==> src/rtl/hdd_block_arbiter.sv <==
// N-unit HDD block request arbiter: queues one read and one write per unit, serves
// units round-robin toward the block-device host and stalls the CPU until drained.
module hdd_block_arbiter #(
    parameter int NUM_UNITS = 4,
    parameter int UNIT_W    = 2,
    parameter int SECTOR_W  = 16,
    parameter int TIMEOUT_W = 24
) (
    input  logic                    clk_sys,
    input  logic                    reset,
    input  logic                    req_read,
    input  logic                    req_write,
    input  logic [UNIT_W-1:0]       req_unit,
    input  logic [SECTOR_W-1:0]     req_sector,
    input  logic [NUM_UNITS-1:0]    img_mounted,
    input  logic                    img_size_nz,
    input  logic                    img_readonly,
    input  logic [NUM_UNITS-1:0]    sd_ack,
    output logic [NUM_UNITS-1:0]    sd_rd,
    output logic [NUM_UNITS-1:0]    sd_wr,
    output logic [32*NUM_UNITS-1:0] sd_lba,
    output logic [UNIT_W-1:0]       active_unit,
    output logic                    active_ack,
    output logic                    cpu_wait,
    output logic [NUM_UNITS-1:0]    hdd_mounted,
    output logic [NUM_UNITS-1:0]    hdd_protect,
    output logic                    done,
    output logic                    error,
    output logic [1:0]              err_code
);

    typedef enum logic [1:0] {
        ST_IDLE  = 2'd0,
        ST_ISSUE = 2'd1,
        ST_XFER  = 2'd2
    } state_t;

    // Timeout fires on the edge that brings the counter to 2^TIMEOUT_W-1.
    localparam logic [TIMEOUT_W-1:0] TMO_LAST = {{(TIMEOUT_W-1){1'b1}}, 1'b0};

    state_t                 state_r, state_s;
    logic [NUM_UNITS-1:0]   pend_rd_r, pend_wr_r, pend_rd_s, pend_wr_s;
    logic [SECTOR_W-1:0]    sector_rd_r [NUM_UNITS];
    logic [SECTOR_W-1:0]    sector_wr_r [NUM_UNITS];
    logic [NUM_UNITS-1:0]   mounted_r, protect_r;
    logic [UNIT_W-1:0]      rr_ptr_r, active_unit_r;
    logic                   active_wr_r;
    logic [NUM_UNITS-1:0]   sd_rd_r, sd_wr_r;
    logic [31:0]            sd_lba_r [NUM_UNITS];
    logic                   ack_prev_r;
    logic [TIMEOUT_W-1:0]   tmo_cnt_r;
    logic                   cpu_wait_r, done_r, error_r;
    logic [1:0]             err_code_r;

    logic [NUM_UNITS-1:0]   req_sel_s, active_sel_s, unmount_s, eligible_s, pick_sel_s;
    logic                   mounted_hit_s, protect_hit_s, rd_pend_hit_s, wr_pend_hit_s;
    logic                   rd_reject_s, wr_reject_s, rd_overrun_s, wr_overrun_s;
    logic                   cap_rd_s, cap_wr_s;
    logic                   pick_valid_s, pick_wr_s;
    logic [UNIT_W-1:0]      pick_unit_s;
    logic [SECTOR_W-1:0]    pick_sector_s;
    logic                   rise_s, fall_s, active_unmount_s, tmo_hit_s;
    logic                   fsm_issue_s, fsm_drop_s, served_clr_s, done_s, rr_upd_s;
    logic                   fsm_err_s;
    logic [1:0]             fsm_code_s;
    logic                   cpu_wait_s, error_s;
    logic [1:0]             err_code_s;

    // One-hot decode of the request target and the unit being served
    always_comb begin
        req_sel_s    = '0;
        active_sel_s = '0;
        for (int u = 0; u < NUM_UNITS; u++) begin
            req_sel_s[u]    = (int'(req_unit) == u);
            active_sel_s[u] = (int'(active_unit_r) == u);
        end
    end

    assign unmount_s        = img_mounted & {NUM_UNITS{~img_size_nz}};
    assign mounted_hit_s    = |(req_sel_s & mounted_r);
    assign protect_hit_s    = |(req_sel_s & protect_r);
    assign rd_pend_hit_s    = |(req_sel_s & pend_rd_r);
    assign wr_pend_hit_s    = |(req_sel_s & pend_wr_r);
    assign rd_reject_s      = req_read & ~mounted_hit_s;
    assign rd_overrun_s     = req_read & mounted_hit_s & rd_pend_hit_s;
    assign cap_rd_s         = req_read & mounted_hit_s & ~rd_pend_hit_s;
    assign wr_reject_s      = req_write & (~mounted_hit_s | protect_hit_s);
    assign wr_overrun_s     = req_write & mounted_hit_s & ~protect_hit_s & wr_pend_hit_s;
    assign cap_wr_s         = req_write & mounted_hit_s & ~protect_hit_s & ~wr_pend_hit_s;

    assign active_ack       = |(sd_ack & active_sel_s);
    assign rise_s           = active_ack & ~ack_prev_r;
    assign fall_s           = ~active_ack & ack_prev_r;
    assign active_unmount_s = |(unmount_s & active_sel_s);
    assign tmo_hit_s        = (tmo_cnt_r == TMO_LAST);
    // A unit unmounting this cycle is not worth starting a transfer on.
    assign eligible_s       = (pend_rd_r | pend_wr_r) & ~unmount_s;

    // Round-robin pick starting after rr_ptr; write wins over read within a unit
    always_comb begin
        pick_valid_s  = 1'b0;
        pick_unit_s   = '0;
        pick_wr_s     = 1'b0;
        pick_sel_s    = '0;
        pick_sector_s = '0;
        for (int i = 1; i <= NUM_UNITS; i++) begin
            for (int u = 0; u < NUM_UNITS; u++) begin
                if (!pick_valid_s && eligible_s[u] && (((int'(rr_ptr_r) + i) % NUM_UNITS) == u)) begin
                    pick_valid_s  = 1'b1;
                    pick_unit_s   = UNIT_W'(u);
                    pick_wr_s     = pend_wr_r[u];
                    pick_sel_s[u] = 1'b1;
                    pick_sector_s = pend_wr_r[u] ? sector_wr_r[u] : sector_rd_r[u];
                end else begin
                    pick_valid_s  = pick_valid_s;
                end
            end
        end
    end

    // Next-state logic and FSM events
    always_comb begin
        state_s      = state_r;
        fsm_issue_s  = 1'b0;
        fsm_drop_s   = 1'b0;
        served_clr_s = 1'b0;
        done_s       = 1'b0;
        rr_upd_s     = 1'b0;
        fsm_err_s    = 1'b0;
        fsm_code_s   = 2'd0;
        case (state_r)
            ST_IDLE: begin
                if (pick_valid_s) begin
                    state_s     = ST_ISSUE;
                    fsm_issue_s = 1'b1;
                end else begin
                    state_s     = ST_IDLE;
                end
            end
            ST_ISSUE, ST_XFER: begin
                if (active_unmount_s) begin
                    state_s    = ST_IDLE;
                    fsm_drop_s = 1'b1;
                    fsm_err_s  = 1'b1;
                    fsm_code_s = 2'd3;
                end else if (tmo_hit_s) begin
                    state_s      = ST_IDLE;
                    fsm_drop_s   = 1'b1;
                    served_clr_s = 1'b1;
                    fsm_err_s    = 1'b1;
                    fsm_code_s   = 2'd2;
                end else if ((state_r == ST_ISSUE) && rise_s) begin
                    state_s    = ST_XFER;
                    fsm_drop_s = 1'b1;
                end else if ((state_r == ST_XFER) && fall_s) begin
                    state_s      = ST_IDLE;
                    served_clr_s = 1'b1;
                    done_s       = 1'b1;
                    rr_upd_s     = 1'b1;
                end else begin
                    state_s = state_r;
                end
            end
            default: begin
                state_s    = ST_IDLE;
                fsm_drop_s = 1'b1;
            end
        endcase
    end

    // Pending bits: served clear, then capture, then unmount flush
    always_comb begin
        pend_rd_s = pend_rd_r;
        pend_wr_s = pend_wr_r;
        for (int u = 0; u < NUM_UNITS; u++) begin
            if (served_clr_s && active_sel_s[u]) begin
                if (active_wr_r) begin
                    pend_wr_s[u] = 1'b0;
                end else begin
                    pend_rd_s[u] = 1'b0;
                end
            end else begin
                pend_rd_s[u] = pend_rd_s[u];
            end
            if (cap_rd_s && req_sel_s[u]) begin
                pend_rd_s[u] = 1'b1;
            end else begin
                pend_rd_s[u] = pend_rd_s[u];
            end
            if (cap_wr_s && req_sel_s[u]) begin
                pend_wr_s[u] = 1'b1;
            end else begin
                pend_wr_s[u] = pend_wr_s[u];
            end
            if (unmount_s[u]) begin
                pend_rd_s[u] = 1'b0;
                pend_wr_s[u] = 1'b0;
            end else begin
                pend_wr_s[u] = pend_wr_s[u];
            end
        end
    end

    // CPU stall and error reporting; capture errors take precedence over FSM errors
    always_comb begin
        cpu_wait_s = cpu_wait_r;
        error_s    = fsm_err_s;
        err_code_s = fsm_code_s;
        if (cap_rd_s || cap_wr_s) begin
            cpu_wait_s = 1'b1;
        end else if ((state_s == ST_IDLE) && (pend_rd_s == '0) && (pend_wr_s == '0)) begin
            cpu_wait_s = 1'b0;
        end else begin
            cpu_wait_s = cpu_wait_r;
        end
        if (rd_reject_s || wr_reject_s) begin
            error_s    = 1'b1;
            err_code_s = 2'd0;
        end else if (rd_overrun_s || wr_overrun_s) begin
            error_s    = 1'b1;
            err_code_s = 2'd1;
        end else begin
            error_s    = fsm_err_s;
        end
    end

    // State register, per-state timeout counter and ack history
    always_ff @(posedge clk_sys) begin
        if (reset) begin
            state_r    <= ST_IDLE;
            tmo_cnt_r  <= '0;
            ack_prev_r <= 1'b0;
        end else begin
            state_r    <= state_s;
            ack_prev_r <= active_ack;
            if ((state_s != state_r) || (state_r == ST_IDLE)) begin
                tmo_cnt_r <= '0;
            end else begin
                tmo_cnt_r <= tmo_cnt_r + 1'b1;
            end
        end
    end

    // Strobes, LBA registers, active unit and round-robin pointer
    always_ff @(posedge clk_sys) begin
        if (reset) begin
            sd_rd_r       <= '0;
            sd_wr_r       <= '0;
            active_unit_r <= '0;
            active_wr_r   <= 1'b0;
            rr_ptr_r      <= '0;
            for (int u = 0; u < NUM_UNITS; u++) begin
                sd_lba_r[u] <= 32'd0;
            end
        end else begin
            if (fsm_issue_s) begin
                active_unit_r <= pick_unit_s;
                active_wr_r   <= pick_wr_s;
                sd_rd_r       <= pick_wr_s ? '0 : pick_sel_s;
                sd_wr_r       <= pick_wr_s ? pick_sel_s : '0;
                for (int u = 0; u < NUM_UNITS; u++) begin
                    if (pick_sel_s[u]) begin
                        sd_lba_r[u] <= 32'(pick_sector_s);
                    end
                end
            end else if (fsm_drop_s) begin
                sd_rd_r <= '0;
                sd_wr_r <= '0;
            end
            if (rr_upd_s) begin
                rr_ptr_r <= active_unit_r;
            end
        end
    end

    // Request queue, sector latches and mount status
    always_ff @(posedge clk_sys) begin
        if (reset) begin
            pend_rd_r <= '0;
            pend_wr_r <= '0;
            mounted_r <= '0;
            protect_r <= '0;
            for (int u = 0; u < NUM_UNITS; u++) begin
                sector_rd_r[u] <= '0;
                sector_wr_r[u] <= '0;
            end
        end else begin
            pend_rd_r <= pend_rd_s;
            pend_wr_r <= pend_wr_s;
            for (int u = 0; u < NUM_UNITS; u++) begin
                if (cap_rd_s && req_sel_s[u]) begin
                    sector_rd_r[u] <= req_sector;
                end
                if (cap_wr_s && req_sel_s[u]) begin
                    sector_wr_r[u] <= req_sector;
                end
                if (img_mounted[u]) begin
                    mounted_r[u] <= img_size_nz;
                    protect_r[u] <= img_readonly;
                end
            end
        end
    end

    // Status pulses and CPU stall register
    always_ff @(posedge clk_sys) begin
        if (reset) begin
            cpu_wait_r <= 1'b0;
            done_r     <= 1'b0;
            error_r    <= 1'b0;
            err_code_r <= 2'd0;
        end else begin
            cpu_wait_r <= cpu_wait_s;
            done_r     <= done_s;
            error_r    <= error_s;
            err_code_r <= err_code_s;
        end
    end

    for (genvar g = 0; g < NUM_UNITS; g++) begin : g_lba
        assign sd_lba[32*g +: 32] = sd_lba_r[g];
    end

    assign sd_rd       = sd_rd_r;
    assign sd_wr       = sd_wr_r;
    assign active_unit = active_unit_r;
    assign cpu_wait    = cpu_wait_r;
    assign hdd_mounted = mounted_r;
    assign hdd_protect = protect_r;
    assign done        = done_r;
    assign error       = error_r;
    assign err_code    = err_code_r;

endmodule

==> config.mk <==
export PLATFORM = sky130hd
export DESIGN_NAME = hdd_block_arbiter
export DESIGN_NICKNAME = d
export VERILOG_FILES = /design/src/rtl/hdd_block_arbiter.sv
export SDC_FILE = /design/constraint.sdc
export NUM_CORES = 1
export LEC_CHECK = 0
export BUFFER_PORTS_ARGS = -buffer_cell sky130_fd_sc_hd__clkbuf_2
export CAP_MARGIN = 20
export CORE_MARGIN = 10
export CORE_UTILIZATION = 45
export CTS_CLUSTER_SIZE = 30
export DETAILED_ROUTE_END_ITERATION = 7
export PLACE_DENSITY = 0.65
export SLEW_MARGIN = 40
export SYNTH_ARGS = -nofsm -noshare
export SYNTH_HDL_FRONTEND = slang
export SYNTH_SLANG_ARGS = --single-unit
==> constraint.sdc <==
create_clock -name clk_sys -period 6 [get_ports clk_sys]
set_clock_uncertainty 0.15 [all_clocks]
set_input_delay 0.9 -clock clk_sys [delete_from_list [all_inputs] [get_ports clk_sys]]
set_output_delay 0.9 -clock clk_sys [all_outputs]
set_load 0.05 [all_outputs]
After elaboration in Yosys (flattened, before gate mapping) --
Memories as Yosys holds them, arrays and structs flattened. Cells that the tools add are included. W data, S select, Z words.
Storage, ports and cells: bits in writable memories 192, memory bits (read-only) 0, memories kept 3, word-level logic and storage cells 395, register bits after elaboration 61, latch bits 0, output and inout bits 152
Cells by class: bitwise logic cells 46, multipliers 0, eq/ne operators 22, divide/modulo/power cells 0, $add $sub $neg 5, shift-type cells 0, magnitude comparators 0, reductions and logical operators 92, muxes and demuxes 204
Memories:
- sd_lba_r | words 4, bits a word 16, rd ports 4, clocked after memory_dff 0, wr ports 4, RTL line 49 | logic [31:0] sd_lba_r [NUM_UNITS];
- sector_rd_r | words 4, bits a word 16, rd ports 4, clocked after memory_dff 0, wr ports 4, RTL line 43 | logic [SECTOR_W-1:0] sector_rd_r [NUM_UNITS];
- sector_wr_r | words 4, bits a word 16, rd ports 4, clocked after memory_dff 0, wr ports 4, RTL line 44 | logic [SECTOR_W-1:0] sector_wr_r [NUM_UNITS];
Operators with widths (number):
- $mux W16 | 32
- $mux W1 | 145
- $logic_not A32 Y1 | 4
- $logic_and A1 B1 Y1 | 47
- $mux W2 | 20
- $and A4 B4 Y4 | 8
- $reduce_or A4 Y1 | 7
- $add A24 B1 Y24 const B | 1
- $eq A24 B24 Y1 const B | 1
- $eq A3 B3 Y1 const B | 8
- $mux W4 | 5
- $logic_not A1 Y1 | 15
- $reduce_or A2 Y1 | 7
- $or A1 B1 Y1 | 13
- $eq A3 B2 Y1 const B | 4
- $and A1 B1 Y1 | 11
- $eq A2 B2 Y1 const B | 5
- $logic_not A2 Y1 | 4
- $logic_not A4 Y1 | 2
- $not A1 Y1 | 8
- $eq A2 B1 Y1 const B | 3
- $add A2 B1 Y2 const B | 2
- $add A2 B2 Y2 const B | 2
- $and A1 B1 Y1 const A | 4
- 7 further kinds | 11

Logic depth before layout (Yosys ltp) --
Gate-level depths: netlist of run 1.
depth in word-level cells 73, depth in mapped cells 11, mapped depth without buffers 10

Least setup slack after synthesis of run 1 --
Ideal clock, no wire load.
kind input to register, from input img_mounted[0], to memory sd_lba_r[1][0] (netlist bit) (enable), buffers on the path 2, setup time 392 ps, setup slack 2529 ps, arrival time 2929 ps, cell stages on the path 7, cell sequence buf_2 -> and2b_1 -> o22ai_1 -> or3_1 -> clkbuf_1 -> and3_1 -> o21bai_1
RTL lines:
- start: declaration | RTL line 15 | input logic [NUM_UNITS-1:0] img_mounted,
- end: declaration | RTL line 49

==> key figures, run 1 <==
Finish
  – Layout cell share with drive strength beyond 1: approximately 18%
  – Post-route cell area: between 0.01 and 0.015 mm²
  – Multi-input logic area: roughly 0.0055 mm²
  – Area taken by flip-flops and latches: ~0.007 mm²
  – Post-layout util: 51.3%
  – Nets: about 1300
  – Number of fill cells in the layout: between 2000 and 3000
  – N_diodes: 0
  – Area growth from synthesis to layout: 12.9%

Power and ir drop
  – Power Density: 276 mW/mm²
  – Tot Pwr: just over 4000 µW
  – VDD IR-drop max: 164 µV
  – Static leakage: 0.00535 µW

Worst setup path
  – CP Class: reg -> reg
  – Cells along the critical path: buf_4, or2_2, nand2_1, or3_1, nand2_1, a21oi_2, nand2b_2, a2111oi_0
  – Worst-path maximum fanout: 18
  – Required time worst endpoint: between 6 and 7 ns
  – CP Launch Type: flip-flop
  – Top cell by count, worst path: nand2_1
  – CP max-delay cell: dfxtp_1
  – Arrival time worst endpoint: between 3 and 4 ns
  – Peak per-stage delay on the critical path: between 0.6 and 0.7 ns
  – Worst Setup End Kind: flip-flop

STA
  – Final Hold Fails: 0
  – FMAX: around 260 MHz
  – Endpoints failing setup: 0
  – Period utilisation layout: between 60 and 70%
  – RSZ-0062 raised after global routing: false
  – Fin crit period: around 3.8 ns
  – Setup TNS: 0 ns
  – Pins Over Slew Limit: 0
  – Worst-margin pin slew: roughly 0.86 ns
  – Headroom to the max-slew limit: between 40% and 50%

Logic synthesis
  – Leading area contributor after synthesis: edfxtp_1
  – Synthesized instance count: roughly 1200
  – Synth Cell Area: between 0.01 and 0.015 mm²
  – Top-count cell post-synth: edfxtp_1
  – Synth top area share: 44.5%
  – Library cells used by synthesis: 87
  – Largest cells by area after synthesis: edfxtp_1 44%, dfxtp_1 9.4%, and2_1 6.5%, mux2i_1 5.3%, nor2_1 5.1%
  – Sequential area share after synthesis: a little over half
  – Synthesized flop and latch total: 253
  – Synth async-reset ratio: 0%
  – Number of flops mapped to enable cells by yosys: approximately 190
  – YS warnings: 0
  – Top_reg_cell synth: edfxtp_1
  – Top cells by count, synth: 192 x edfxtp_1, 176 x nor2_1, 134 x and2_1, 69 x mux2i_1, 65 x buf_4
  – Syn avg cell area: ~11 µm²

Clock network
  – # hold bufs at CTS: 0
  – Root Buffer: clkbuf_16
  – Clock slew at reported path FFs: around 0.060 ns
  – Total CTS buffers: 28
  – Max H-tree Level: 1
  – Post-CTS resize count: 0
  – CTS tree: yes
  – Postcts setup bufs: 0
  – Clock latency on the worst-skew pair: 0.55 ns
  – Clock sink count: 253
  – Clock Path Buffers: 3

Route
  – Drt via density: between 5 and 6
  – Drt wl/cell: around 21 µm
  – Vias: 9411
  – DRC: 0
  – Total Wirelength: 36.7 mm
  – DRT iter0 DRCs: 863
  – First-pass DRT Iterations: 5
  – Antenna Nets Post-Route: 0

Global route
  – First-pass GRT wire length: about 56 mm
  – Total GRT Usage: slightly below 20%
  – Largest net degree at the start of global routing: 52
  – Initial antenna violation count: 0
  – Vias in the first global route: just over 9000
  – Grt ovf: 0

Floorplanning
  – Initial Util: roughly 45%
  – Die Y: around 190 µm
  – DIE AREA: approximately 0.036 mm²
  – Core box area: roughly 0.029 mm²
  – Row count: between 60 and 70
  – Die X: about 190 µm
  – Num ports: ~180

Job
  – Maxcap violations: 0

Placed design
  – PortBufs: ~120
  – Placement Cell Area: ~0.014 mm²
  – Post-DP HPWL: roughly 27 mm
  – Final GP Congestion: just under 1

Hold path
  – Worst hold path class: reg -> reg

Run status
  – Outcome: finished clean
placed cells by master (no fill, tap or decap), types with 17 or more instances in the layout:
cell type / n
dfxtp_1: 61
and2_1: 134
conb_1: 64
nor3_1: 26
clkbuf_2: 119
o22ai_1: 25
a21oi_1: 34
inv_1: 17
clkbuf_16: 29
nor2_1: 172
o21ai_0: 41
mux2i_1: 69
nand2_1: 54
edfxtp_1: 192
where the power goes:
part           total (µW)  switching, µW  leakage [µW]  internal [µW]
Clock                1690            696      0.000448            994
Combinational         386            315       0.00243           71.4
Sequential           1960           22.3       0.00247           1940
Total                4030           1030       0.00535           3000
state kept, by name (all words and copies together) (netlist names), 4 cells and up:
signal and flops:
sector_rd_r 64, sd_rd 4, tmo_cnt_r 24, sector_wr_r 64, sd_lba_r 64, hdd_mounted 4, pend_rd_r 4, pend_wr_r 4
hdd_protect 4, sd_wr 4
kinds of logic after synthesis:
family | Yosys count | synth area share, %
buffers and inverters | 138 | 6.23
XOR/XNOR | 22 | 1.49
multiplexers | 81 | 6.89
AO/OA/AOI/OAI | 200 | 10.8
other | 1 | 0.0289
AND/OR/NAND/NOR | 501 | 20.1
flip-flops | 253 | 53.9
adder cells (fa/ha/maj) | 6 | 0.579
path summary, 6_finish.rpt:
| check | start | to | slack, ns | cells after the start |
|---|---|---|---|---|
| worst max-delay path | pend_wr_r[3] | sd_lba_r[3][2] | 2.20 | 8 |
| worst max register to register | pend_wr_r[3] | sd_lba_r[3][2] | 2.20 | 8 |
| worst min register to register | sd_rd[0] | sd_rd[0] | 0.30 | 2 |
| worst min-delay path | sd_rd[0] | sd_rd[0] | 0.30 | 2 |
worst max-delay path, delay by kind of cell, from the launching register on:
kind                   cells  cell delay, ns
buffers and inverters      1            0.39
AO/OA/AOI/OAI              2            0.60
AND/OR/NAND/NOR            5            1.71
flip-flops                 1            0.69
area by class of cell:
cell class | count | area share (%)
flip-flops and latches | 253 | 47.7
multi-input cells | 874 | 37.5
clock buffers | 35 | 5.25
repair buffers | 134 | 4.84
well taps | 384 | 3.28
clock inverters | 17 | 1.01
inverters | 17 | 0.436
routing by layer:
metal | track usage (%) | up-vias | part of all wire [%]
met2 | 30.1 | 465 | 44
met1 | 26.9 | 4449 | 44
li1 | - | 4423 | -
met4 | 5.31 | 0 | 2.3
met5 | 0 | - | 0
met3 | 5.75 | 74 | 9.6
stage by stage:
stage / hold slack (ns) / setup slack [ns] / instances
2_1_floorplan: 0.308 / 2.53 / 1265
3_3_place_gp: 0.291 / 1.81 / 1662
3_5_place_dp: 0.296 / 1.82 / 1662
4_1_cts: 0.312 / 2.07 / 1714
5_1_grt: 0.358 / 1.91 / 1714
6_report: 0.303 / 2.20 / 1714
No activity file was read; power rests on OpenSTA's default activity.
==> run 2: changes to the inputs <==
PLACE_DENSITY = 0.68   (was 0.65)
clock period = 3.2 ns   (was 6 ns; I/O delays follow)
==> key figures, run 2 (synthesis results as in run 1) <==
Power and ir drop
  – Int Power: 5600 µW (was 3000 µW)
  – Combinational group share of total power: 10.2% (was 9.6%)
  – Clk pwr share: 40.9% (was 41.9%)
  – Static leakage: 0.00578 µW (was 0.00535 µW)
  – VDD IR-drop max: 339 µV (was 164 µV)
  – Net Switching: 1920 µW (was 1030 µW)
  – Sequential Power Share: 48.8% (was 48.5%)
  – Sw frac: 25.5% (was 25.6%)
  – Power Density: 492 mW/mm² (was 276 mW/mm²)

Finish
  – Largest registers: sd_lba_r: 64 flops, sector_rd_r: 64 flops, sector_wr_r: 64 flops (unchanged)
  – Final non-filler cell total: 1800 (was 1714)
  – Number of fill cells in the layout: 2549 (was 2585)
  – N_diodes: 0 (unchanged)
  – Area growth from synthesis to layout: 17.8% (was 12.9%)
  – Nets: 1433 (was 1346)
  – Most frequent cells in the layout: 192 x edfxtp_1, 176 x nor2_1, 134 x and2_1 (was 192 x edfxtp_1, 172 x nor2_1, 134 x and2_1)
  – Layout cell share with drive strength beyond 1: 22.3% (was 18.5%)
  – Post-layout util: 53.5% (was 51.3%)
  – Most common cell after layout, fill and taps aside: edfxtp_1 (unchanged)

Route
  – DRT iter0 DRCs: 780 (was 863)
  – DRC: 0 (unchanged)
  – Drt wl/cell: 20.4 µm (was 21.4 µm)
  – Vias: 9799 (was 9411)
  – Total Wirelength: 36.6 mm (was 36.7 mm)
  – Drt via density: 5.44 (was 5.49)
  – Antenna Nets Post-Route: 0 (unchanged)
  – First-pass DRT Iterations: 5 (unchanged)

Worst setup path
  – CP max-delay cell: a221oi_2 (was dfxtp_1)
  – Cells along the critical path: or2_2, a221oi_2, nand2_1, nand3_1, a221o_1, a31oi_1, nor4_2, nor2_1 (was buf_4, or2_2, nand2_1, or3_1, nand2_1, a21oi_2, nand2b_2, a2111oi_0)
  – Buf/Inv on CP: 0 (was 1)
  – CP Launch Type: flip-flop (unchanged)
  – Arrival time worst endpoint: 3.15 ns (was 3.95 ns)
  – Peak per-stage delay on the critical path: 0.55 ns (was 0.69 ns)
  – Top delay family on crit path: simple AND/OR/NAND/NOR gates (unchanged)
  – Worst-path maximum fanout: 6 (was 18)
  – Required time worst endpoint: 3.33 ns (was 6.15 ns)
  – Worst Setup End Kind: flip-flop (unchanged)
  – CP Class: reg -> reg (unchanged)

STA
  – WHS: 0.0884 ns (was 0.303 ns)
  – Fin crit period: 3.02 ns (was 3.80 ns)
  – Headroom to the max-slew limit: 54.7% (was 42.7%)
  – Worst-margin pin slew: 0.660 ns (was 0.856 ns)
  – Endpoints failing setup: 0 (unchanged)
  – Final WS setup: 0.176 ns (was 2.20 ns)
  – Final Hold Fails: 0 (unchanged)
  – Period utilisation layout: 94.5% (was 63.4%)
  – RSZ-0062 raised after global routing: false (unchanged)
  – Pins Over Slew Limit: 0 (unchanged)
  – FMAX: 331 MHz (was 263 MHz)

Global route
  – Vias in the first global route: 9306 (was 9175)
  – Grt ovf: 0 (unchanged)
  – Total GRT Usage: 19.4% (was 19.7%)
  – Largest net degree at the start of global routing: 27 (was 52)
  – Initial antenna violation count: 0 (unchanged)
  – First-pass GRT wire length: 55.4 mm (was 55.9 mm)

Clock network
  – Max H-tree Level: 1 (unchanged)
  – Clock Path Buffers: 3 (unchanged)
  – Root Buffer: clkbuf_16 (unchanged)
  – Clock latency on the worst-skew pair: 0.54 ns (was 0.55 ns)
  – Post-CTS resize count: 0 (unchanged)
  – Clock sink count: 253 (unchanged)
  – Total CTS buffers: 27 (was 28)
  – Clock slew at reported path FFs: 0.06 ns (about the same)
  – CTS tree: yes (unchanged)
  – # hold bufs at CTS: 0 (unchanged)
  – Postcts setup bufs: 0 (unchanged)

Floorplanning
  – DIE AREA: 0.0360 mm² (unchanged)
  – Die Y: 190 µm (unchanged)
  – Core box area: 0.0285 mm² (unchanged)
  – Initial Util: 45.4% (unchanged)
  – Row count: 62 (unchanged)
  – Num ports: 184 (unchanged)
  – Die X: 190 µm (unchanged)

Job
  – Maxcap violations: 0 (unchanged)

Placed design
  – Placed Cells incl. Taps: 1750 (was 1662)
  – Pre-CTS setup slack: -0.188 ns (was 1.82 ns)
  – PortBufs: 119 (unchanged)
  – Post-DP HPWL: 27.5 mm (was 26.5 mm)
  – Final GP Congestion: 1.02 (was 0.969)

Hold path
  – Worst hold path class: in -> reg (was reg -> reg)

Run status
  – Outcome: finished clean (unchanged)
run 2: changes by cell type in the layout (fill, tap and decap cells not counted), moves of 4 or more:
cell	change
nand2b_1	+6
buf_4	+82
buf_12	+6
nor2_1	+4
nand2b_2	-6
nor2_2	-4
run 2: power by group through the flow:
stage	Combinational (µW)	Clock, µW	Sequential [µW]
2_1_floorplan	458	0	3860
3_3_place_gp	760	0	3740
3_5_place_dp	761	0	3740
4_1_cts	764	3140	3670
5_1_grt	811	3260	3680
6_report	768	3080	3670
run 2: layer usage:
layer  global-route usage, %  wire length, µm  vias up
met5                       0                0        -
met2                    29.8            16500      420
met4                    5.77              956        0
met3                    3.48             2900       65
met1                    27.5            16200     4713
li1                        -                -     4601
run 2: final cells by class:
class / count / area, µm² / area share, %
flip-flops and latches: 253 / 6990 / 45.7
inverters: 17 / 63.8 / 0.418
well taps: 384 / 480 / 3.14
repair buffers: 222 / 1440 / 9.45
multi-input cells: 874 / 5440 / 35.6
clock inverters: 16 / 166 / 1.09
clock buffers: 34 / 702 / 4.59
run 2: worst paths after layout:
path	startpoint	endpoint	slack (ns)	depth (start not counted)
worst min register to register	sd_rd[2]	sd_rd[2]	0.31	2
worst min-delay path	img_readonly	hdd_protect[3]	0.09	3
worst max-delay path	pend_wr_r[0]	sd_lba_r[1][8]	0.18	8
worst max register to register	pend_wr_r[0]	sd_lba_r[1][8]	0.18	8
run 2: worst min-delay path: stages:
cell      delay [ns]
clkbuf_2        0.11
mux2i_1         0.07
nor2_1          0.07
run 2: through the flow:
stage / setup TNS (ns) / instance area (µm²) / total power, µW
global route: 0 / 15300 / 7750
CTS: 0 / 15300 / 7580
global placement: -2.22 / 14400 / 4500
detailed placement: -1.39 / 14400 / 4500
finish: 0 / 15300 / 7520
floorplan: 0 / 13200 / 4320
==> run 3: changes to the inputs <==
CAP_MARGIN = 30   (was 20)
CORE_ASPECT_RATIO = 0.9   (was default)
CORE_UTILIZATION = 52   (was 45)
PLACE_DENSITY = 0.76   (was 0.68)
==> key figures, run 3 (synthesis results as in run 1) <==
STA
  – Fin crit period: 2.96 ns (was 3.02 ns)
  – Endpoints failing setup: 0 (unchanged)
  – Period utilisation layout: 92.4% (was 94.5%)
  – Headroom to the max-slew limit: 46.7% (was 54.7%)
  – RSZ-0062 raised after global routing: false (unchanged)
  – Final Hold Fails: 0 (unchanged)
  – Pins Over Slew Limit: 0 (unchanged)
  – Worst-margin pin slew: 0.798 ns (was 0.660 ns)
  – Setup TNS: 0 ns (unchanged)
  – FMAX: 338 MHz (was 331 MHz)

Power and ir drop
  – Power Density: 493 mW/mm² (was 492 mW/mm²)
  – VDD IR-drop max: 358 µV (was 339 µV)
  – Static leakage: 0.00573 µW (was 0.00578 µW)

Floorplanning
  – DIE AREA: 0.0317 mm² (was 0.0360 mm²)
  – Core box area: 0.0244 mm² (was 0.0285 mm²)
  – Num ports: 184 (unchanged)
  – Die Y: 170 µm (was 190 µm)
  – Die X: 186 µm (was 190 µm)
  – Row count: 54 (was 62)
  – Initial Util: 53.2% (was 45.4%)

Worst setup path
  – Required time worst endpoint: 3.35 ns (was 3.33 ns)
  – CP max-delay cell: mux2i_1 (was a221oi_2)
  – Worst-path maximum fanout: 13 (was 6)
  – R2R depth: 9 (was 8)
  – CP Class: reg -> reg (unchanged)
  – Arrival time worst endpoint: 3.11 ns (was 3.15 ns)
  – Cells along the critical path: buf_4, mux2i_1, a22o_1, a221oi_1, a221oi_1, o21ai_0, a211oi_1, buf_4, nor2_1 (was or2_2, a221oi_2, nand2_1, nand3_1, a221o_1, a31oi_1, nor4_2, nor2_1)
  – Peak per-stage delay on the critical path: 0.57 ns (was 0.55 ns)
  – Crit Reg-Reg Endpoint: sd_lba_r[1][14] (was sd_lba_r[1][8])
  – CP Launch Type: flip-flop (unchanged)
  – Worst Setup End Kind: flip-flop (unchanged)
  – FF-to-FF Start: pend_wr_r[0] (unchanged)
  – R2r setup slk: 0.24 ns (was 0.18 ns)

Route
  – Vias: 9857 (was 9799)
  – DRC: 0 (unchanged)
  – Drt via density: 5.66 (was 5.44)
  – Antenna Nets Post-Route: 0 (unchanged)
  – Drt wl/cell: 20.4 µm (about the same)
  – DRT iter0 DRCs: 925 (was 780)
  – First-pass DRT Iterations: 7 (was 5)
  – Total Wirelength: 35.5 mm (was 36.6 mm)

Finish
  – Nets: 1424 (was 1433)
  – Number of fill cells in the layout: 1950 (was 2549)
  – Largest registers: sd_lba_r: 64 flops, sector_rd_r: 64 flops, sector_wr_r: 64 flops (unchanged)
  – Most frequent cells in the layout: 192 x edfxtp_1, 176 x nor2_1, 134 x and2_1 (unchanged)
  – Most common cell after layout, fill and taps aside: edfxtp_1 (unchanged)
  – N_diodes: 0 (unchanged)
  – Layout cell share with drive strength beyond 1: 21.6% (was 22.3%)
  – Post-route cell area: 0.0151 mm² (was 0.0153 mm²)
  – Area growth from synthesis to layout: 16.8% (was 17.8%)

Global route
  – Initial antenna violation count: 0 (unchanged)
  – Vias in the first global route: 9426 (was 9306)
  – Grt ovf: 0 (unchanged)
  – Largest net degree at the start of global routing: 25 (was 27)
  – First-pass GRT wire length: 54.7 mm (was 55.4 mm)
  – Total GRT Usage: 21.5% (was 19.4%)

Job
  – Maxcap violations: 0 (unchanged)

Placed design
  – Placement Cell Area: 0.0143 mm² (was 0.0144 mm²)
  – Post-DP HPWL: 26.7 mm (was 27.5 mm)
  – PortBufs: 119 (unchanged)
  – Final GP Congestion: 1.00 (was 1.02)

Run status
  – Outcome: finished clean (unchanged)

Clock network
  – Total CTS buffers: 26 (was 27)
  – Clock Path Buffers: 3 (unchanged)
  – Clock sink count: 253 (unchanged)
  – Clock slew at reported path FFs: 0.06 ns (about the same)
  – Postcts setup bufs: 0 (unchanged)
  – CTS tree: yes (unchanged)
  – Clock latency on the worst-skew pair: 0.56 ns (was 0.54 ns)
  – Root Buffer: clkbuf_16 (unchanged)
  – Max H-tree Level: 1 (unchanged)

Hold path
  – Hold path depth: 3 (unchanged)
  – Worst hold path class: in -> reg (unchanged)
  – Hold_sp: img_readonly (unchanged)
  – Hold-critical path endpoint: hdd_protect[0] (was hdd_protect[3])
-- run 3: cell type report --
type | count | area (µm²) | share of cell area (%)
clock inverter | 19 | 200 | 1.32
timing repair buffer | 214 | 1380 | 9.14
clock buffer | 29 | 662 | 4.37
tap | 336 | 420 | 2.78
inverter | 17 | 63.8 | 0.421
sequential | 253 | 6990 | 46.1
multi-input combinational | 874 | 5430 | 35.8
-- run 3: worst max-delay path by stage --
stage | from | endpoint | slack (ns) | cells past startpoint
6_report | pend_wr_r[0] | sd_lba_r[1][14] | 0.24 | 9
2_1_floorplan | active_unit[0] | tmo_cnt_r[16] | 0.11 | 9
5_1_grt | pend_wr_r[0] | sd_lba_r[2][14] | 0.04 | 9
3_3_place_gp | img_size_nz | sd_lba_r[1][7] | -0.11 | 9
4_1_cts | pend_wr_r[0] | sd_lba_r[2][11] | 0.04 | 8
3_5_place_dp | img_size_nz | sd_lba_r[1][7] | -0.15 | 9
-- run 3: report_power, final --
part / internal (µW) / switching (µW)
registers: 3630 / 41.7
logic: 165 / 593
clock network: 1750 / 1290
total: 5540 / 1920
-- run 3: timing repair --
item,in CTS,in global routing
setup endpoints to repair,0,18
hold buffers,0,0
resized for setup,0,1
-- run 3: through the flow --
| stage | total power, µW | instances | util (%) | hold slack [ns] | setup slack, ns |
|---|---|---|---|---|---|
| 2_1_floorplan | 4320 | 1265 | - | 0.308 | 0.112 |
| 3_3_place_gp | 4480 | 1694 | 58.5 | 0.290 | -0.108 |
| 3_5_place_dp | 4490 | 1694 | 58.5 | 0.293 | -0.146 |
| 4_1_cts | 7490 | 1742 | 62.1 | 0.0717 | 0.0387 |
| 5_1_grt | 7670 | 1742 | 62.1 | 0.108 | 0.0375 |
| 6_report | 7460 | 1742 | 62.1 | 0.0925 | 0.244 |
-- run 3: critical path, delay by kind of cell, from the launching register on --
| family | cells | cell delay (ns) |
|---|---|---|
| mux | 1 | 0.57 |
| buf+inv | 2 | 0.51 |
| compound gates | 5 | 0.90 |
| simple gates | 1 | 0.04 |
| flops | 1 | 0.51 |
-- run 3: routing by layer --
layer  GRT usage (%)  wire length, µm
met5               0                0
met4            5.50              874
met3            5.15             3880
met2            33.6            15700
met1            29.7            15100
